--- src/rtl/mem_bus_pkg.sv ---
// Shared constants and types for the two-master memory-bus arbiter.
// Type codes encode (bytes - 1) of the access.
package mem_bus_pkg;

  localparam int MB_ADDR_W = 32;
  localparam int MB_DATA_W = 128;
  localparam int MB_TYPE_W = 4;
  localparam int MB_STRB_W = 16;
  localparam int MB_WD_W   = 16;

  localparam logic [3:0] MB_B1 = 4'd0;
  localparam logic [3:0] MB_B2 = 4'd1;
  localparam logic [3:0] MB_W1 = 4'd3;
  localparam logic [3:0] MB_W2 = 4'd7;
  localparam logic [3:0] MB_W4 = 4'd15;

  typedef enum logic [1:0] {
    RD_IDLE  = 2'd0,
    RD_ISSUE = 2'd1,
    RD_WAIT  = 2'd2
  } rd_state_e;

  typedef enum logic {
    OWN_I = 1'b0,
    OWN_D = 1'b1
  } owner_e;

endpackage

--- src/rtl/mem_bus_arb_rr_arb2.sv ---
// Two-requester round-robin picker; bit 0 is the I side, bit 1 the D side.
// The pointer moves to the other requester whenever a grant is issued.
module rr_arb2
  import mem_bus_pkg::*;
(
  input  logic       clk,
  input  logic       rst_n,
  input  logic       en,
  input  logic [1:0] req,
  output logic [1:0] gnt
);

  owner_e     ptr_r;
  logic [1:0] gnt_s;

  // Pick a winner among the active requesters, pointer breaks ties
  always_comb begin
    gnt_s = 2'b00;
    if (en) begin
      case (req)
        2'b01:   gnt_s = 2'b01;
        2'b10:   gnt_s = 2'b10;
        2'b11:   gnt_s = (ptr_r == OWN_I) ? 2'b01 : 2'b10;
        default: gnt_s = 2'b00;
      endcase
    end else begin
      gnt_s = 2'b00;
    end
  end

  // Advance the pointer past whoever was just granted
  always_ff @(posedge clk or negedge rst_n) begin
    if (!rst_n) begin
      ptr_r <= OWN_I;
    end else if (gnt_s[0]) begin
      ptr_r <= OWN_D;
    end else if (gnt_s[1]) begin
      ptr_r <= OWN_I;
    end
  end

  assign gnt = gnt_s;

endmodule

--- src/rtl/mem_bus_arb.sv ---
// Shares the bridge read port between I-fetch and load/store, one read in flight.
// D writes pass straight through; a D read waits while a write is pending.
module mem_bus_arb
  import mem_bus_pkg::*;
#(
  parameter int ADDR_W = MB_ADDR_W,
  parameter int DATA_W = MB_DATA_W,
  parameter int TYPE_W = MB_TYPE_W,
  parameter int STRB_W = MB_STRB_W,
  parameter int TO_CYC = 1023
) (
  input  logic              clk,
  input  logic              rst_n,
  input  logic              i_r_req,
  input  logic [TYPE_W-1:0] i_r_type,
  input  logic [ADDR_W-1:0] i_r_addr,
  output logic              i_r_rdy,
  output logic [DATA_W-1:0] i_re_data,
  output logic              i_re_valid,
  input  logic              d_r_req,
  input  logic [TYPE_W-1:0] d_r_type,
  input  logic [ADDR_W-1:0] d_r_addr,
  output logic              d_r_rdy,
  output logic [DATA_W-1:0] d_re_data,
  output logic              d_re_valid,
  input  logic              d_iw_req,
  input  logic [TYPE_W-1:0] d_iw_type,
  input  logic [ADDR_W-1:0] d_iw_addr,
  input  logic [STRB_W-1:0] d_iw_strb,
  input  logic [DATA_W-1:0] d_iw_data,
  output logic              d_iw_rdy,
  output logic              r_req,
  output logic [TYPE_W-1:0] r_type,
  output logic [ADDR_W-1:0] r_addr,
  input  logic              r_rdy,
  input  logic [DATA_W-1:0] re_data,
  input  logic              re_valid,
  output logic              iw_req,
  output logic [TYPE_W-1:0] iw_type,
  output logic [ADDR_W-1:0] iw_addr,
  output logic [STRB_W-1:0] iw_strb,
  output logic [DATA_W-1:0] iw_data,
  input  logic              iw_rdy,
  output logic              rd_timeout
);

  localparam logic [MB_WD_W-1:0] TO_LIM = MB_WD_W'(TO_CYC);

  rd_state_e          state_r;
  owner_e             owner_r;
  logic [TYPE_W-1:0]  type_r;
  logic [ADDR_W-1:0]  addr_r;
  logic [MB_WD_W-1:0] cnt_r;
  logic               tmo_r;
  logic               idle_s;
  logic               d_ok_s;
  logic               wait_hit_s;
  logic [1:0]         gnt_s;

  assign idle_s = (state_r == RD_IDLE);
  // A D read must not overtake a write that is pending or cannot yet be taken
  assign d_ok_s = d_r_req & iw_rdy & ~d_iw_req;

  rr_arb2 u_rr (
    .clk   (clk),
    .rst_n (rst_n),
    .en    (idle_s),
    .req   ({d_ok_s, i_r_req}),
    .gnt   (gnt_s)
  );

  assign i_r_rdy = gnt_s[0];
  assign d_r_rdy = gnt_s[1];

  // Read FSM: latch the winner, hold the request until the bridge takes it
  always_ff @(posedge clk or negedge rst_n) begin
    if (!rst_n) begin
      state_r <= RD_IDLE;
      owner_r <= OWN_I;
      type_r  <= '0;
      addr_r  <= '0;
    end else begin
      case (state_r)
        RD_IDLE: begin
          if (gnt_s[0]) begin
            type_r  <= i_r_type;
            addr_r  <= i_r_addr;
            owner_r <= OWN_I;
            state_r <= RD_ISSUE;
          end else if (gnt_s[1]) begin
            type_r  <= d_r_type;
            addr_r  <= d_r_addr;
            owner_r <= OWN_D;
            state_r <= RD_ISSUE;
          end
        end
        RD_ISSUE: if (r_rdy) state_r <= RD_WAIT;
        RD_WAIT:  if (re_valid) state_r <= RD_IDLE;
        default:  state_r <= RD_IDLE;
      endcase
    end
  end

  // Watchdog: counts cycles since issue entry, flag is sticky until reset
  always_ff @(posedge clk or negedge rst_n) begin
    if (!rst_n) begin
      cnt_r <= '0;
      tmo_r <= 1'b0;
    end else begin
      if (idle_s && (gnt_s != 2'b00)) begin
        cnt_r <= '0;
      end else if (!idle_s && (cnt_r != {MB_WD_W{1'b1}})) begin
        cnt_r <= cnt_r + 16'd1;
      end
      if (!idle_s && ((cnt_r + 16'd1) >= TO_LIM)) begin
        tmo_r <= 1'b1;
      end
    end
  end

  assign r_req  = (state_r == RD_ISSUE);
  assign r_type = type_r;
  assign r_addr = addr_r;

  // Responses are steered only by valid; data fans out to both masters
  assign wait_hit_s = (state_r == RD_WAIT) & re_valid;
  assign i_re_valid = wait_hit_s & (owner_r == OWN_I);
  assign d_re_valid = wait_hit_s & (owner_r == OWN_D);
  assign i_re_data  = re_data;
  assign d_re_data  = re_data;

  assign iw_req   = d_iw_req;
  assign iw_type  = d_iw_type;
  assign iw_addr  = d_iw_addr;
  assign iw_strb  = d_iw_strb;
  assign iw_data  = d_iw_data;
  assign d_iw_rdy = iw_rdy;

  assign rd_timeout = tmo_r;

endmodule

--- config.mk ---
export PLATFORM = sky130hd
export DESIGN_NAME = mem_bus_arb
export DESIGN_NICKNAME = d
export VERILOG_FILES = /design/src/rtl/mem_bus_pkg.sv /design/src/rtl/mem_bus_arb_rr_arb2.sv /design/src/rtl/mem_bus_arb.sv
export SDC_FILE = /design/constraint.sdc
export NUM_CORES = 1
export LEC_CHECK = 0
export ABC_AREA = 1
export BUFFER_PORTS_ARGS = -buffer_cell sky130_fd_sc_hd__buf_2
export CORE_AREA = 2 2 343 345
export CTS_CLUSTER_DIAMETER = 100
export DETAILED_ROUTE_END_ITERATION = 10
export DIE_AREA = 0 0 345 347
export PLACE_DENSITY_LB_ADDON = 0.2
export SLEW_MARGIN = 25
export SYNTH_ARGS = -nofsm -noshare
export SYNTH_HDL_FRONTEND = slang
export SYNTH_SLANG_ARGS = --single-unit
--- constraint.sdc ---
create_clock -name clk -period 1.85 [get_ports clk]
set_input_delay 0.185 -clock clk [delete_from_list [all_inputs] [get_ports clk]]
set_output_delay 0.185 -clock clk [all_outputs]
set_load 0.02 [all_outputs]
**After elaboration in Yosys (flattened, before gate mapping)**

Cells that the tools add are included.

- Register bits after elaboration: 57
- Input bits: 388
- Output and inout bits: 480
- Logic and storage cells: 52

- Add/sub/neg operators: 1
- Magnitude comparators: 1
- Eq/ne operators: 9
- Muxes and demuxes: 18
- Bitwise logic cells: 7
- Reduce and logical (&&, ||, !) cells: 9

Operator list:

| kind | count |
|---|---|
| 2-to-1 mux 32 bit | 2 |
| 2-to-1 mux 16 bit | 2 |
| adder 16 x 1 -> 16 bit (second input constant) | 1 |
| >= comparator 16 x 10 -> 1 bit (second input constant) | 1 |
| != test 16 bit (second input constant) | 1 |
| 2-to-1 mux 2 bit | 6 |
| one-hot mux 2 bit (3 select lines) | 2 |
| 2-to-1 mux 4 bit | 2 |
| equality test 2 bit (second input constant) | 3 |
| bitwise AND 1 bit | 5 |
| equality test 2 x 1 -> 1 bit (second input constant) | 2 |
| 2-to-1 mux 1 bit | 4 |
| nonzero test 2 bit | 2 |
| logical AND 1 bit | 3 |
| != test 3 x 1 -> 1 bit (second input constant) | 1 |
| AND reduction 3 bit | 1 |
| logical NOT 2 bit | 1 |
| != test 2 x 1 -> 1 bit (second input constant) | 1 |
| != test 2 bit (second input constant) | 1 |
| inverter 1 bit | 2 |
| AND reduction 2 bit | 1 |
| logical NOT 1 bit | 1 |

**Longest topological paths before layout**

Gate-level depths: netlist of the first run.

- Depth after elaboration: 8
- Gate-level depth with buffers: 11
- Depth with buffers taken out: 11

**Modules after synthesis**

A second synthesis of the first run with hierarchy kept.

- Cells, all modules: 859
- Area, all modules: 6426.2 um^2

Modules (own cells, without submodules):

| module | times used | cells an instance | area each (um^2) | sequential area each (um^2) |
|---|---|---|---|---|
| mem_bus_arb | 1 | 848 | 6362.4 | 1401.3 |
| rr_arb2 | 1 | 11 | 63.8 | 25.0 |

**Least setup slack after synthesis of the first run**

No wires, ideal clock.

- Path type: register -> register
- Start point: register cnt_r[1]
- End point: register cnt_r[15]
- Library setup time: 0.074 ns
- Data arrival time: 1.443 ns
- Data required time: 1.776 ns
- Setup slack: 0.333 ns
- Cell stages (with the launch flop): 9
- Path buffers: 1
- Clock period less this slack: 1.517 ns
- Path through: dfrtp_1 -> ha_1 -> nand2_2 -> nor2_4 -> nand4_4 -> o21ai_4 -> nand2_4 -> buf_6 -> o21ai_2

- Word-level cells in the longest chain between the ends: 3
- Elaborated cells on any way between the ends: 6
- Classes of those cells: add/sub: 1; eq/ne: 1; mux: 2; reduce/logical: 2

RTL lines:

| element | line | RTL |
|---|---|---|
| start: declaration | mem_bus_arb.sv:53 | `logic [MB_WD_W-1:0] cnt_r;` |
| start signal: assignment | mem_bus_arb.sv:113 | `cnt_r <= cnt_r + 16'd1;` |
| adder 16 x 1 -> 16 bit or != test 16 bit (tied branches) | mem_bus_arb.sv:113, mem_bus_arb.sv:112 |  |
| 2-to-1 mux 16 bit or logical AND 1 bit (tied branches) | mem_bus_arb.sv:112 | `end else if (!idle_s && (cnt_r != {MB_WD_W{1'b1}})) begin` |
| 2-to-1 mux 16 bit or nonzero test 2 bit (tied branches) | n/a |  |

Parallel ways exist; a longest one is shown, timed or not. The select of a mux whose other input is x is not followed.
A chain may end at the register's enable or synchronous reset.

**Worst setup path after layout of the first run**

- Start point: register state_r[1]
- End point: output port d_r_rdy

- Word-level cells in the longest chain between the ends: 2

RTL lines:

| element | line | RTL |
|---|---|---|
| start: declaration | mem_bus_arb.sv:49 | `rd_state_e state_r;` |
| start signal: assignment | mem_bus_arb.sv:78 | `state_r <= RD_IDLE;` |
| start signal: assignment | mem_bus_arb.sv:89 | `state_r <= RD_ISSUE;` |
| start signal: assignment | mem_bus_arb.sv:94 | `state_r <= RD_ISSUE;` |
| logical NOT 2 bit | mem_bus_arb.sv:60 | `assign idle_s = (state_r == RD_IDLE);` |
| 2-to-1 mux 2 bit | mem_bus_arb_rr_arb2.sv:19 | `if (en) begin` |
| end: declaration | mem_bus_arb.sv:23 | `output logic d_r_rdy,` |

Every way passes these cells.

==> impl_summary.log, run 1 <==
[metrics] Synth Net Count: 1195
[metrics] library cell with the highest instance count after synthesis: sky130_fd_sc_hd__buf_4
[metrics] highest routed layer: met4
[metrics] total number of vias: 3726
[metrics] Setup Slack @ Placement: 0.1434 ns
[metrics] fraction of layout cells with a size suffix above 1: 37.19%
[metrics] count of final max-slew check failures: 0
[metrics] class of the most critical setup path: flop to output port
[metrics] crit end category: output port
[metrics] internal power: 0.004304 W
[metrics] run status: finished clean
[metrics] total setup violations reported at the end of the flow: 0
[metrics] Core Region: 115700 um2
[metrics] largest incremental delay on the critical path: 0.41 ns
[metrics] overall power consumption: 0.008299 W
[metrics] largest net degree at the start of global routing: 38
[metrics] biggest area contributors in the synthesized netlist: sky130_fd_sc_hd__buf_4 53%, sky130_fd_sc_hd__dfrtp_1 23%, sky130_fd_sc_hd__nand2_1 5.1%, sky130_fd_sc_hd__o21ai_0 3.9%, sky130_fd_sc_hd__nor2_1 3.5%
[metrics] net count of the finished layout: 904
[metrics] Total Die Area: 119700 um2
[metrics] clock transition time at the flip-flop clock pins of the worst setup and hold paths: 0.06 ns
[metrics] detailed placer's ending HPWL: 25290 um
[metrics] global-route usage over all layers: 4.926%
[metrics] global placer's final weighted congestion: 0.7230
[metrics] leading area contributor after synthesis: sky130_fd_sc_hd__buf_4
[metrics] Total Wirelength: 29850 um
[metrics] Mapped Cells: 805
[metrics] growth of design area from synthesis to finish: -3.641%
[metrics] async set or reset register ratio after synthesis: 100.0%
[metrics] ranking of synthesized cells by instance count: 442 x sky130_fd_sc_hd__buf_4, 85 x sky130_fd_sc_hd__nand2_1, 59 x sky130_fd_sc_hd__nor2_1, 57 x sky130_fd_sc_hd__dfrtp_1, 49 x sky130_fd_sc_hd__o21ai_0
[metrics] Post-Route Skew: 0.01803 ns
[metrics] leakage power: 2.035 nW
[metrics] hold wc startpoint: i_r_addr[30]
[metrics] detailed router's first-iteration violation count: 191
[metrics] TritonCTS clock tree: yes
[metrics] Post-synth top flop: sky130_fd_sc_hd__dfrtp_1
[metrics] transition time at the pin with the least slew margin: 0.4039 ns
[metrics] switching power: 0.003995 W
[metrics] syn avg cell area: 7.768 um2
[metrics] Hold/Removal Path Class: input port to flop
[metrics] fraction of power consumed by combinational cells: 50.7%
[metrics] clock network fraction of total power: 22.2%
[metrics] maxcap violations: 0
[metrics] total CTS buffers: 9
[metrics] vias in the first global route: 4038
[metrics] FILL cells: 13810
[metrics] data required time of the worst path: 1.66 ns
[metrics] height of the die: 347 um
[metrics] Sink Count: 57
[metrics] routed via count divided by cell count: 1.821
[metrics] Hold Violations, Final: 0
[metrics] number of synthesized flops with an enable pin: 0
[metrics] peak clock frequency supported by timing: 564.4 MHz
[metrics] routed length on met3: 5216 um
[metrics] number of core rows: 125
[metrics] proportion of netlist area held by the largest area contributor: 53.06%
[metrics] tightest slew margin relative to the limit: 73.26%
[metrics] M1 wire length: 9683 um
[metrics] part of the cycle the worst path needs: 95.78%
[metrics] r2r startpoint: cnt_r[0]
[metrics] deepest level of the CTS H-tree: 3
[metrics] wire length of the first global-routing pass: 38960 um
[metrics] Residual DRC: 0
[metrics] master of the slowest instance on the critical path: sky130_fd_sc_hd__dfrtp_1
[metrics] total congestion overflow after global routing: 0
[metrics] CP cell instances: nor2_4 -> buf_6 -> o21ai_4 -> buf_12 -> nor2_1 -> buf_2
[metrics] distinct cell type count of the synthesized netlist: 26
[metrics] setup TNS: 0 ns
[metrics] power per cell area: 1377 nW/um2
[metrics] quantity of I/O buffers inserted on ports: 123
[metrics] sequential share of the synthesized area: 22.81%
[metrics] insertion delay of the later-clocked pin in the worst-skew pair: 0.37 ns
[metrics] arrival time at the worst endpoint: 1.59 ns
[metrics] residual antenna-violating net count after detailed routing: 0
[metrics] worst hold-check slack: 0.05430 ns
[metrics] Peak VDD IR: 0.0004655 V
[metrics] startpoint kind of the worst setup timing path: flop
[metrics] crit path max fanout: 18
[metrics] start point of the critical path: state_r[1]
[metrics] FF-to-FF setup slack: 0.15 ns
[metrics] clock tree root driver cell: sky130_fd_sc_hd__clkbuf_16
[metrics] setup ws final: 0.07816 ns
[metrics] warning count from the yosys run: 0
[metrics] number of antenna violations at the first check in global routing: 5
[metrics] initial cell density of the core: 5.403%
[metrics] detailed-routed wire length on met2: 12840 um
[metrics] post-layout min period: 1.772 ns
[metrics] Switching Share: 48.14%
[metrics] iteration count of the initial detailed-routing pass: 5
[metrics] RSZ-0062 raised after global routing: yes
[metrics] routed length per instance: 14.59 um
[metrics] maximum root-to-sink buffer count: 2
[metrics] boundary pin count: 868
[metrics] utilization of the core after routing: 5.206%
[metrics] Sequential Power Share: 27.2%
[metrics] Post-Synthesis Cell Area: 6253 um2
[metrics] die width: 345 um
[metrics] number of flip-flops and latches in the synthesized netlist: 57
[cell type report]
type / instances / area, um2 / area share, %
tap: 1524 / 1907 / 31.64
sequential: 57 / 1426 / 23.67
multi-input combinational: 273 / 1380 / 22.90
timing repair buffer: 153 / 924.6 / 15.34
clock buffer: 11 / 242.7 / 4.028
inverter: 20 / 82.58 / 1.370
clock inverter: 5 / 55.05 / 0.9136
antenna: 3 / 7.507 / 0.1246
[logic make-up after synthesis]
family	count (synthesis)	share of synthesized area (%)
xor gates and xnor gates	5	0.7002
adders and majority gates	2	0.4001
DFF	57	22.81
AOI/OAI and AO/OA	96	9.224
buffers and inverters	475	55.36
and+or+nand+nor	170	11.50
[final timing paths]
check                        endpoint  cells after the start
min in group asynchronous  r_addr[28]                      2
max                           d_r_rdy                      6
min reg2reg                u_rr.ptr_r                      2
max in group asynchronous   r_addr[4]                      3
min                        r_addr[30]                      3
max reg2reg                  cnt_r[9]                      7
[power groups by stage]
stage / clock network, W / logic, W / registers, W
final: 0.00184 / 0.00420 / 0.00225
after global routing: 0.00205 / 0.00469 / 0.00234
after CTS: 0.00202 / 0.00431 / 0.00227
after detailed placement: 0 / 0.00426 / 0.00228
after global placement: 0 / 0.00430 / 0.00228
after floorplan: 0 / 0.00307 / 0.00268
[critical path: cells and delay by family, from the launching register on]
kind / cells / cell delay (ns)
flip-flops: 1 / 0.41
AND/OR/NAND/NOR: 2 / 0.26
AO/OA/AOI/OAI: 1 / 0.07
buffers and inverters: 3 / 0.47
[metal layers]
metal | vias to the layer above | GRT usage (%)
li1 | 1519 | -
met1 | 1609 | 4.521
met2 | 458 | 7.258
met3 | 140 | 4.157
met4 | 0 | 3.357
met5 | - | 0
[flip-flops by register name (all words and copies together) (netlist names)]
signal / flops
rd_timeout: 1
r_type: 4
owner_r: 1
cnt_r: 16
state_r: 2
u_rr.ptr_r: 1
r_addr: 32
[what timing repair did]
item	4_1_cts	5_1_grt
buffers inserted	1	3
resized for setup	3	3
hold buffers	1	0
pin swaps	1	1
setup endpoints to repair	2	4
endpoints found under the hold margin	20	0
[per-stage QoR]
step,instances,instance area (um2)
final,2046,6026
after global routing,2043,6018
after CTS,2040,5989
after detailed placement,2022,5667
after global placement,2022,5667
after floorplan,805,6254
[layout by cell type, fill, tap and decap left out, types with 3 or more instances in the layout]
cell	synthesis	routed
sky130_fd_sc_hd__nor2_4	3	3
sky130_fd_sc_hd__buf_12	0	6
sky130_fd_sc_hd__o21ai_0	49	49
sky130_fd_sc_hd__clkbuf_16	0	9
sky130_fd_sc_hd__inv_1	17	15
sky130_fd_sc_hd__inv_2	3	4
sky130_fd_sc_hd__dfrtp_1	57	57
sky130_fd_sc_hd__nand2_1	85	85
sky130_fd_sc_hd__xor2_1	4	4
sky130_fd_sc_hd__a21oi_1	31	31
sky130_fd_sc_hd__buf_4	442	23
sky130_fd_sc_hd__buf_2	4	122
sky130_fd_sc_hd__nand3_1	15	14
sky130_fd_sc_hd__nand4_1	4	4
sky130_fd_sc_hd__o22ai_2	9	9
sky130_fd_sc_hd__o21ai_1	3	3
sky130_fd_sc_hd__nor2_1	59	58
sky130_fd_sc_hd__diode_2	0	3
(Power assumes the default switching activity.)
==> inputs of run 2 (changes only) <==
--- a/config.mk
+++ b/config.mk
@@ -5,7 +5,6 @@
 export SDC_FILE = /design/constraint.sdc
 export NUM_CORES = 1
 export LEC_CHECK = 0
-export ABC_AREA = 1
 export BUFFER_PORTS_ARGS = -buffer_cell sky130_fd_sc_hd__buf_2
 export CORE_AREA = 2 2 343 345
 export CTS_CLUSTER_DIAMETER = 100
==> run 2 against run 1 <==
Against the previous run:
- critical endpoint is now rd_timeout
- synthesized cell count fell by 7.2%
- utilization rose by 0.18 points
- non-clock buffer count rose by 20
- sequential power fell by 9.3%
- worst setup slack got worse by 0.067 ns
- clock skew fell by 0.0051 ns
- die area did not move
- synthesized area did not move
- register-to-register slack got worse by 0.14 ns
==> impl_summary.log, run 2 <==
[metrics] number of synthesized flops with an enable pin: 0 (unchanged)
[metrics] Sink Count: 57 (unchanged)
[metrics] async set or reset register ratio after synthesis: 100.0% (unchanged)
[metrics] Mapped Cells: 747 (-7.2%)
[metrics] setup TNS: 0 ns (unchanged)
[metrics] leakage power: 2.325 nW (+14%)
[metrics] crit end category: flop
[metrics] Post-Route Skew: 0.01295 ns (-0.005079 ns)
[metrics] routed via count divided by cell count: 1.765 (-3.1%)
[metrics] master of the slowest instance on the critical path: sky130_fd_sc_hd__dfrtp_2
[metrics] routed length per instance: 11.28 um (-23%)
[metrics] deepest level of the CTS H-tree: 3 (unchanged)
[metrics] number of flip-flops and latches in the synthesized netlist: 57 (unchanged)
[metrics] total setup violations reported at the end of the flow: 0 (unchanged)
[metrics] startpoint kind of the worst setup timing path: flop
[metrics] run status: finished clean
[metrics] ranking of synthesized cells by instance count: 442 x sky130_fd_sc_hd__buf_4, 57 x sky130_fd_sc_hd__dfrtp_1, 52 x sky130_fd_sc_hd__nand2_1, 45 x sky130_fd_sc_hd__o21ai_0, 37 x sky130_fd_sc_hd__mux2i_1
[metrics] Residual DRC: 0 (unchanged)
[metrics] Total Wirelength: 22600 um (-24%)
[metrics] warning count from the yosys run: 0 (unchanged)
[metrics] global-route usage over all layers: 3.773% (-1.2 points)
[metrics] Post-synth top flop: sky130_fd_sc_hd__dfrtp_1
[metrics] RSZ-0062 raised after global routing: yes
[metrics] transition time at the pin with the least slew margin: 0.3847 ns (-0.01915 ns)
[metrics] CP cell instances: ha_4 -> and4_2 -> nand2_1 -> nor3_1 -> o311a_1 -> or3b_1
[metrics] height of the die: 347 um (unchanged)
[metrics] peak clock frequency supported by timing: 543.9 MHz (-3.6%)
[metrics] Peak VDD IR: 0.0004342 V (-6.7%)
[metrics] sequential share of the synthesized area: 22.81% (unchanged)
[metrics] distinct cell type count of the synthesized netlist: 48 (+85%)
[metrics] TritonCTS clock tree: yes
[metrics] maxcap violations: 0 (unchanged)
[metrics] most common cell after layout, fill and taps aside: sky130_fd_sc_hd__buf_2
[metrics] class of the most critical setup path: flop to flop
[metrics] largest net degree at the start of global routing: 44 (+16%)
[metrics] clock tree root driver cell: sky130_fd_sc_hd__clkbuf_16
[metrics] boundary pin count: 868 (unchanged)
[metrics] crit path max fanout: 3 (-15)
[metrics] biggest area contributors in the synthesized netlist: sky130_fd_sc_hd__buf_4 53%, sky130_fd_sc_hd__dfrtp_1 23%, sky130_fd_sc_hd__mux2i_1 5.9%, sky130_fd_sc_hd__o21ai_0 3.6%, sky130_fd_sc_hd__nand2_1 3.1%
[metrics] iteration count of the initial detailed-routing pass: 4 (-1)
[metrics] proportion of netlist area held by the largest area contributor: 53.06% (unchanged)
[metrics] Sequential Area: 1430 um2 (+0.26%)
[metrics] DP Cell Count: 1975 (-2.3%)
[metrics] Hold Violations, Final: 0 (unchanged)
[metrics] part of the cycle the worst path needs: 99.38% (+3.6 points)
[metrics] total number of vias: 3536 (-5.1%)
[metrics] number of antenna violations at the first check in global routing: 2 (-3)
[metrics] detailed router's first-iteration violation count: 134 (-30%)
[metrics] largest incremental delay on the critical path: 0.44 ns (+0.03 ns)
[metrics] global placer's final weighted congestion: 0.6562 (-9.2%)
[metrics] Total Die Area: 119700 um2 (unchanged)
[metrics] clock transition time at the flip-flop clock pins of the worst setup and hold paths: 0.07 ns (about the same)
[metrics] arrival time at the worst endpoint: 2.10 ns (+0.51 ns)
[metrics] flip-flop count of the largest register after layout: 32 (unchanged)
[metrics] wire length of the first global-routing pass: 30190 um (-23%)
[metrics] Synth Net Count: 1137 (-4.9%)
[metrics] data required time of the worst path: 2.11 ns (+0.45 ns)
[metrics] Core Region: 115700 um2 (unchanged)
[metrics] post-layout min period: 1.838 ns (+0.06666 ns)
[metrics] initial cell density of the core: 5.403% (unchanged)
[metrics] net count of the finished layout: 863 (-4.5%)
[metrics] fraction of layout cells with a size suffix above 1: 42.89% (+5.7 points)
[metrics] leading area contributor after synthesis: sky130_fd_sc_hd__buf_4
[metrics] tightest slew margin relative to the limit: 74.35% (+1.1 points)
[metrics] multi-input combinational cell area: 1490 um2 (+8.0%)
[metrics] Final Non-Filler Cells: 2003 (-2.1%)
[metrics] library cell with the highest instance count after synthesis: sky130_fd_sc_hd__buf_4
[metrics] Post-Synthesis Cell Area: 6253 um2 (unchanged)
[metrics] quantity of I/O buffers inserted on ports: 123 (unchanged)
[metrics] die width: 345 um (unchanged)
[metrics] maximum root-to-sink buffer count: 2 (unchanged)
[metrics] Hold/Removal Path Class: input port to flop
[metrics] highest-count cells in the layout ignoring fill and taps: 121 x sky130_fd_sc_hd__buf_2, 54 x sky130_fd_sc_hd__dfrtp_1, 52 x sky130_fd_sc_hd__nand2_1, 43 x sky130_fd_sc_hd__o21ai_0, 42 x sky130_fd_sc_hd__buf_4
[metrics] syn avg cell area: 8.371 um2 (+7.8%)
[metrics] total congestion overflow after global routing: 0 (unchanged)
[metrics] number of core rows: 125 (unchanged)
[metrics] insertion delay of the later-clocked pin in the worst-skew pair: 0.39 ns (+0.02 ns)
[metrics] FILL cells: 13750 (-0.43%)
[metrics] vias in the first global route: 3803 (-5.8%)
[metrics] total CTS buffers: 9 (unchanged)
[metrics] power per cell area: 1125 nW/um2 (-18%)
[metrics] residual antenna-violating net count after detailed routing: 0 (unchanged)
[metrics] growth of design area from synthesis to finish: -0.4002%
[metrics] detailed placer's ending HPWL: 17110 um (-32%)
[metrics] count of final max-slew check failures: 0 (unchanged)
[run 2: worst paths after layout]
path / depth (start not counted) / end / slack, ns / start
worst max-delay path: 6 / rd_timeout / 0.01 / cnt_r[0]
worst min-delay path: 3 / r_addr[20] / 0.08 / d_r_addr[20]
worst max register to register: 6 / rd_timeout / 0.01 / cnt_r[0]
worst min register to register: 2 / r_addr[10] / 0.47 / r_addr[10]
max in group asynchronous: 3 / cnt_r[1] / 0.98 / rst_n
min in group asynchronous: 2 / r_addr[11] / 0.26 / rst_n
[run 2: routing by layer]
layer  routed length (um)  track usage (%)  up-vias  share of wire (%)
met1                 6987            3.161     1494                 31
li1                     -                -     1436                  -
met4                 2069            3.876        4                9.2
met2                 9753            5.481      413                 43
met5                  155            1.200        -               0.69
met3                 3630            2.839      189                 16
[run 2: logic make-up after synthesis]
family,share of synthesized area [%]
adders and majority gates,0.4001
xor gates and xnor gates,0.1401
AOI/OAI and AO/OA,7.523
buffers and inverters,54.46
and+or+nand+nor,8.744
DFF,22.81
muxes,5.922
[run 2: metrics by stage]
stage	cell area [um2]	utilization, %	hold WS (ns)	setup WS, ns	total power [W]
after floorplan	6269	-	-0.1106	0.002072	0.004996
after global placement	5777	4.991	0.1498	-0.06517	0.005093
after detailed placement	5777	4.991	0.1468	-0.01389	0.005087
after CTS	6188	5.347	0.02954	-0.003787	0.007307
after global routing	6226	5.379	0.06579	-0.07068	0.007654
final	6228	5.382	0.07599	0.01150	0.007009
[run 2: worst max-delay path, delay by kind of cell (launching register included)]
kind	cells	cell delay, ns
compound gates	1	0.34
flops	1	0.44
fa+ha+maj	1	0.18
simple gates	4	0.76
[run 2: power by group]
part	internal (W)	switching, W
clock	0.000944	0.000800
sequential	0.00172	0.000318
combinational	0.00126	0.00196
[run 2: repair_timing]
action / in CTS / in global routing
hold endpoints to repair: 16 / 0
hold buffers: 3 / 0
setup buffers: 6 / 1
gates cloned: 1 / 0
pin swaps: 2 / 2
gates resized for setup: 5 / 9
endpoints found under the setup margin: 3 / 7
[run 2: area by class of cell]
type                            instances  area share, %
Timing Repair Buffer                  173          17.58
Multi-Input combinational cell        226          23.93
Clock inverter                          6         0.6830
Clock buffer                           10          3.837
Sequential cell                        57          22.96
Tap cell                             1524          30.61
Antenna cell                            1        0.04018
Inverter                                6         0.3616
==> inputs of run 3 (changes only) <==
--- a/config.mk
+++ b/config.mk
@@ -6,11 +6,14 @@
 export NUM_CORES = 1
 export LEC_CHECK = 0
 export BUFFER_PORTS_ARGS = -buffer_cell sky130_fd_sc_hd__buf_2
-export CORE_AREA = 2 2 343 345
+export CELL_PAD_IN_SITES_DETAIL_PLACEMENT = 1
+export CELL_PAD_IN_SITES_GLOBAL_PLACEMENT = 1
+export CORE_AREA = 2 2 341 343
 export CTS_CLUSTER_DIAMETER = 100
 export DETAILED_ROUTE_END_ITERATION = 10
-export DIE_AREA = 0 0 345 347
+export DIE_AREA = 0 0 343 345
 export PLACE_DENSITY_LB_ADDON = 0.2
+export RECOVER_POWER = 50
 export SLEW_MARGIN = 25
 export SYNTH_ARGS = -nofsm -noshare
 export SYNTH_HDL_FRONTEND = slang
==> run 3 against run 2 <==
Against the previous run:
- the run now ends with negative setup slack left
- hold slack lost 0.0013 ns
- worst setup slack lost 0.028 ns
- highest routed layer unchanged
- clock power grew 11%
- clock skew is essentially flat
- die area shrank 1.2%
- critical endpoint unchanged
==> impl_summary.log, run 3 (synthesis gave the netlist of run 2 again) <==
[metrics] run status: finished with violations
[metrics] violations in the final reports: negative setup slack
[metrics] setup TNS: -0.01608 ns (-0.01608 ns)
[metrics] growth of design area from synthesis to finish: 1.921%
[metrics] height of the die: 345 um (-0.58%)
[metrics] Post-Route Skew: 0.01311 ns (+0.0001607 ns)
[metrics] Sink Count: 57 (unchanged)
[metrics] transition time at the pin with the least slew margin: 0.4159 ns (+0.03115 ns)
[metrics] part of the cycle the worst path needs: 100.9% (+1.5 points)
[metrics] highest-count cells in the layout ignoring fill and taps: 120 x sky130_fd_sc_hd__buf_2, 53 x sky130_fd_sc_hd__dfrtp_1, 52 x sky130_fd_sc_hd__buf_4, 51 x sky130_fd_sc_hd__nand2_1, 43 x sky130_fd_sc_hd__o21ai_0
[metrics] clock tree root driver cell: sky130_fd_sc_hd__clkbuf_16
[metrics] crit path max fanout: 3 (unchanged)
[metrics] Post-Layout Inst Area: 6374 um2 (+2.3%)
[metrics] number of core rows: 125 (unchanged)
[metrics] Final Non-Filler Cells: 2015 (+0.60%)
[metrics] setup ws final: -0.01608 ns (-0.02758 ns)
[metrics] routed length per instance: 13.87 um (+23%)
[metrics] total number of vias: 3577 (+1.2%)
[metrics] peak clock frequency supported by timing: 535.9 MHz (-1.5%)
[metrics] routed via count divided by cell count: 1.775 (+0.56%)
[metrics] post-layout min period: 1.866 ns (+0.02758 ns)
[metrics] Residual DRC: 0 (unchanged)
[metrics] data required time of the worst path: 2.13 ns (+0.02 ns)
[metrics] largest net degree at the start of global routing: 33 (-25%)
[metrics] residual antenna-violating net count after detailed routing: 0 (unchanged)
[metrics] net count of the finished layout: 876 (+1.5%)
[metrics] FILL cells: 13806 (+0.41%)
[metrics] quantity of I/O buffers inserted on ports: 123 (unchanged)
[metrics] arrival time at the worst endpoint: 2.15 ns (+0.05 ns)
[metrics] vias in the first global route: 3958 (+4.1%)
[metrics] flip-flop count of the largest register after layout: 32 (unchanged)
[metrics] detailed placer's ending HPWL: 23000 um (+34%)
[metrics] power per cell area: 1163 nW/um2 (+3.3%)
[metrics] iteration count of the initial detailed-routing pass: 4 (unchanged)
[metrics] Hold/Removal Path Class: input port to flop
[metrics] RSZ-0062 raised after global routing: yes
[metrics] initial cell density of the core: 5.433% (+0.029 points)
[metrics] DP Cell Count: 1986 (+0.56%)
[metrics] deepest level of the CTS H-tree: 3 (unchanged)
[metrics] most common cell after layout, fill and taps aside: sky130_fd_sc_hd__buf_2
[metrics] insertion delay of the later-clocked pin in the worst-skew pair: 0.40 ns (about the same)
[metrics] detailed router's first-iteration violation count: 86 (-36%)
[metrics] clock transition time at the flip-flop clock pins of the worst setup and hold paths: 0.08 ns (about the same)
[metrics] maximum root-to-sink buffer count: 2 (unchanged)
[metrics] tightest slew margin relative to the limit: 71.48% (-2.9 points)
[metrics] total CTS buffers: 9 (unchanged)
[metrics] total setup violations reported at the end of the flow: 1 (+1)
[metrics] startpoint kind of the worst setup timing path: flop
[metrics] boundary pin count: 868 (unchanged)
[metrics] Hold Violations, Final: 0 (unchanged)
[metrics] TritonCTS clock tree: yes
[metrics] maxcap violations: 0 (unchanged)
[metrics] Total Wirelength: 27950 um (+24%)
[metrics] diode insertion count for antenna repair: 0 (-1)
[metrics] crit end category: flop
[metrics] number of antenna violations at the first check in global routing: 1 (-1)
[metrics] Core Region: 115100 um2 (-0.54%)
[metrics] wire length of the first global-routing pass: 35850 um (+19%)
[metrics] die width: 343 um (-0.58%)
[metrics] leakage power: 2.398 nW (+3.1%)
[metrics] class of the most critical setup path: flop to flop
[metrics] count of final max-slew check failures: 0 (unchanged)
[metrics] Total Die Area: 118300 um2 (-1.2%)
[metrics] global placer's final weighted congestion: 0.6750 (+2.9%)
[metrics] total congestion overflow after global routing: 0 (unchanged)
[metrics] Peak VDD IR: 0.0004447 V (+2.4%)
[metrics] instance area at placement: 5887 um2 (+1.9%)
[metrics] global-route usage over all layers: 4.628% (+0.86 points)
[metrics] fraction of layout cells with a size suffix above 1: 45.01% (+2.1 points)
-- run 3: changes by cell type in the layout (fill, tap and decap cells not counted), moves of 2 or more --
| cell | change |
|---|---|
| sky130_fd_sc_hd__buf_4 | +10 |
| sky130_fd_sc_hd__clkinv_4 | +2 |
| sky130_fd_sc_hd__buf_12 | +2 |
| sky130_fd_sc_hd__buf_6 | +2 |
-- run 3: power breakdown --
part           leakage, nW  switching (W)  internal (W)  total (W)
clock network        0.143       0.000881       0.00105    0.00193
registers            0.716       0.000314       0.00172    0.00204
logic                 1.54        0.00211       0.00133    0.00344
total                 2.40        0.00330       0.00411    0.00741
-- run 3: worst max-delay path: stages, from the launching register on --
cell                      delay [ns]
sky130_fd_sc_hd__dfrtp_2        0.45
sky130_fd_sc_hd__ha_4           0.18
sky130_fd_sc_hd__nand4_4        0.10
sky130_fd_sc_hd__nor3_2         0.06
sky130_fd_sc_hd__or4_1          0.39
sky130_fd_sc_hd__a31o_1         0.19
sky130_fd_sc_hd__or3b_1         0.37
-- run 3: final cells by class --
type                            instances  area [um2]  area share [%]
Clock buffer                           10       229.0           3.592
Clock inverter                          6       68.82           1.080
Inverter                                6       22.52          0.3534
Multi-Input combinational cell        226        1495           23.46
Sequential cell                        57        1431           22.46
Tap cell                             1524        1907           29.92
Timing Repair Buffer                  186        1220           19.14
-- run 3: path summary, 6_finish.rpt --
path / from / endpoint / slack (ns) / cells past startpoint
setup / recovery: cnt_r[1] / rd_timeout / -0.02 / 6
hold / removal: i_r_type[0] / r_type[0] / 0.07 / 3
setup reg to reg: cnt_r[1] / rd_timeout / -0.02 / 6
hold reg to reg: r_addr[22] / r_addr[22] / 0.48 / 2
max in group asynchronous: rst_n / r_addr[6] / 1.05 / 3
min in group asynchronous: rst_n / r_addr[18] / 0.20 / 2
-- run 3: through the flow --
stage,setup slack (ns),utilization [%],power (W),hold WS (ns)
floorplan,0.002072,-,0.004996,-0.1106
global placement,-0.09567,5.114,0.005396,0.07693
detailed placement,-0.05014,5.114,0.005420,0.07190
CTS,-0.04851,5.470,0.007671,0.02219
global route,-0.08371,5.537,0.008134,0.06106
finish,-0.01608,5.537,0.007411,0.07473
-- run 3: what timing repair did --
action	4_1_cts	5_1_grt
setup endpoints to repair	5	8
hold buffers	3	0
resized for setup	13	8
hold endpoints to repair	49	0
pin swaps	3	4
setup buffers	4	5
gates cloned	0	1
-- run 3: layer usage --
layer | GRT usage, % | vias to the layer above | wire length (um) | share of wire [%]
met1 | 4.165 | 1544 | 9176 | 33
met3 | 3.633 | 140 | 4368 | 16
li1 | - | 1462 | - | -
met5 | 0 | - | 13 | 0.047
met2 | 6.756 | 429 | 12290 | 44
met4 | 3.877 | 2 | 2099 | 7.5
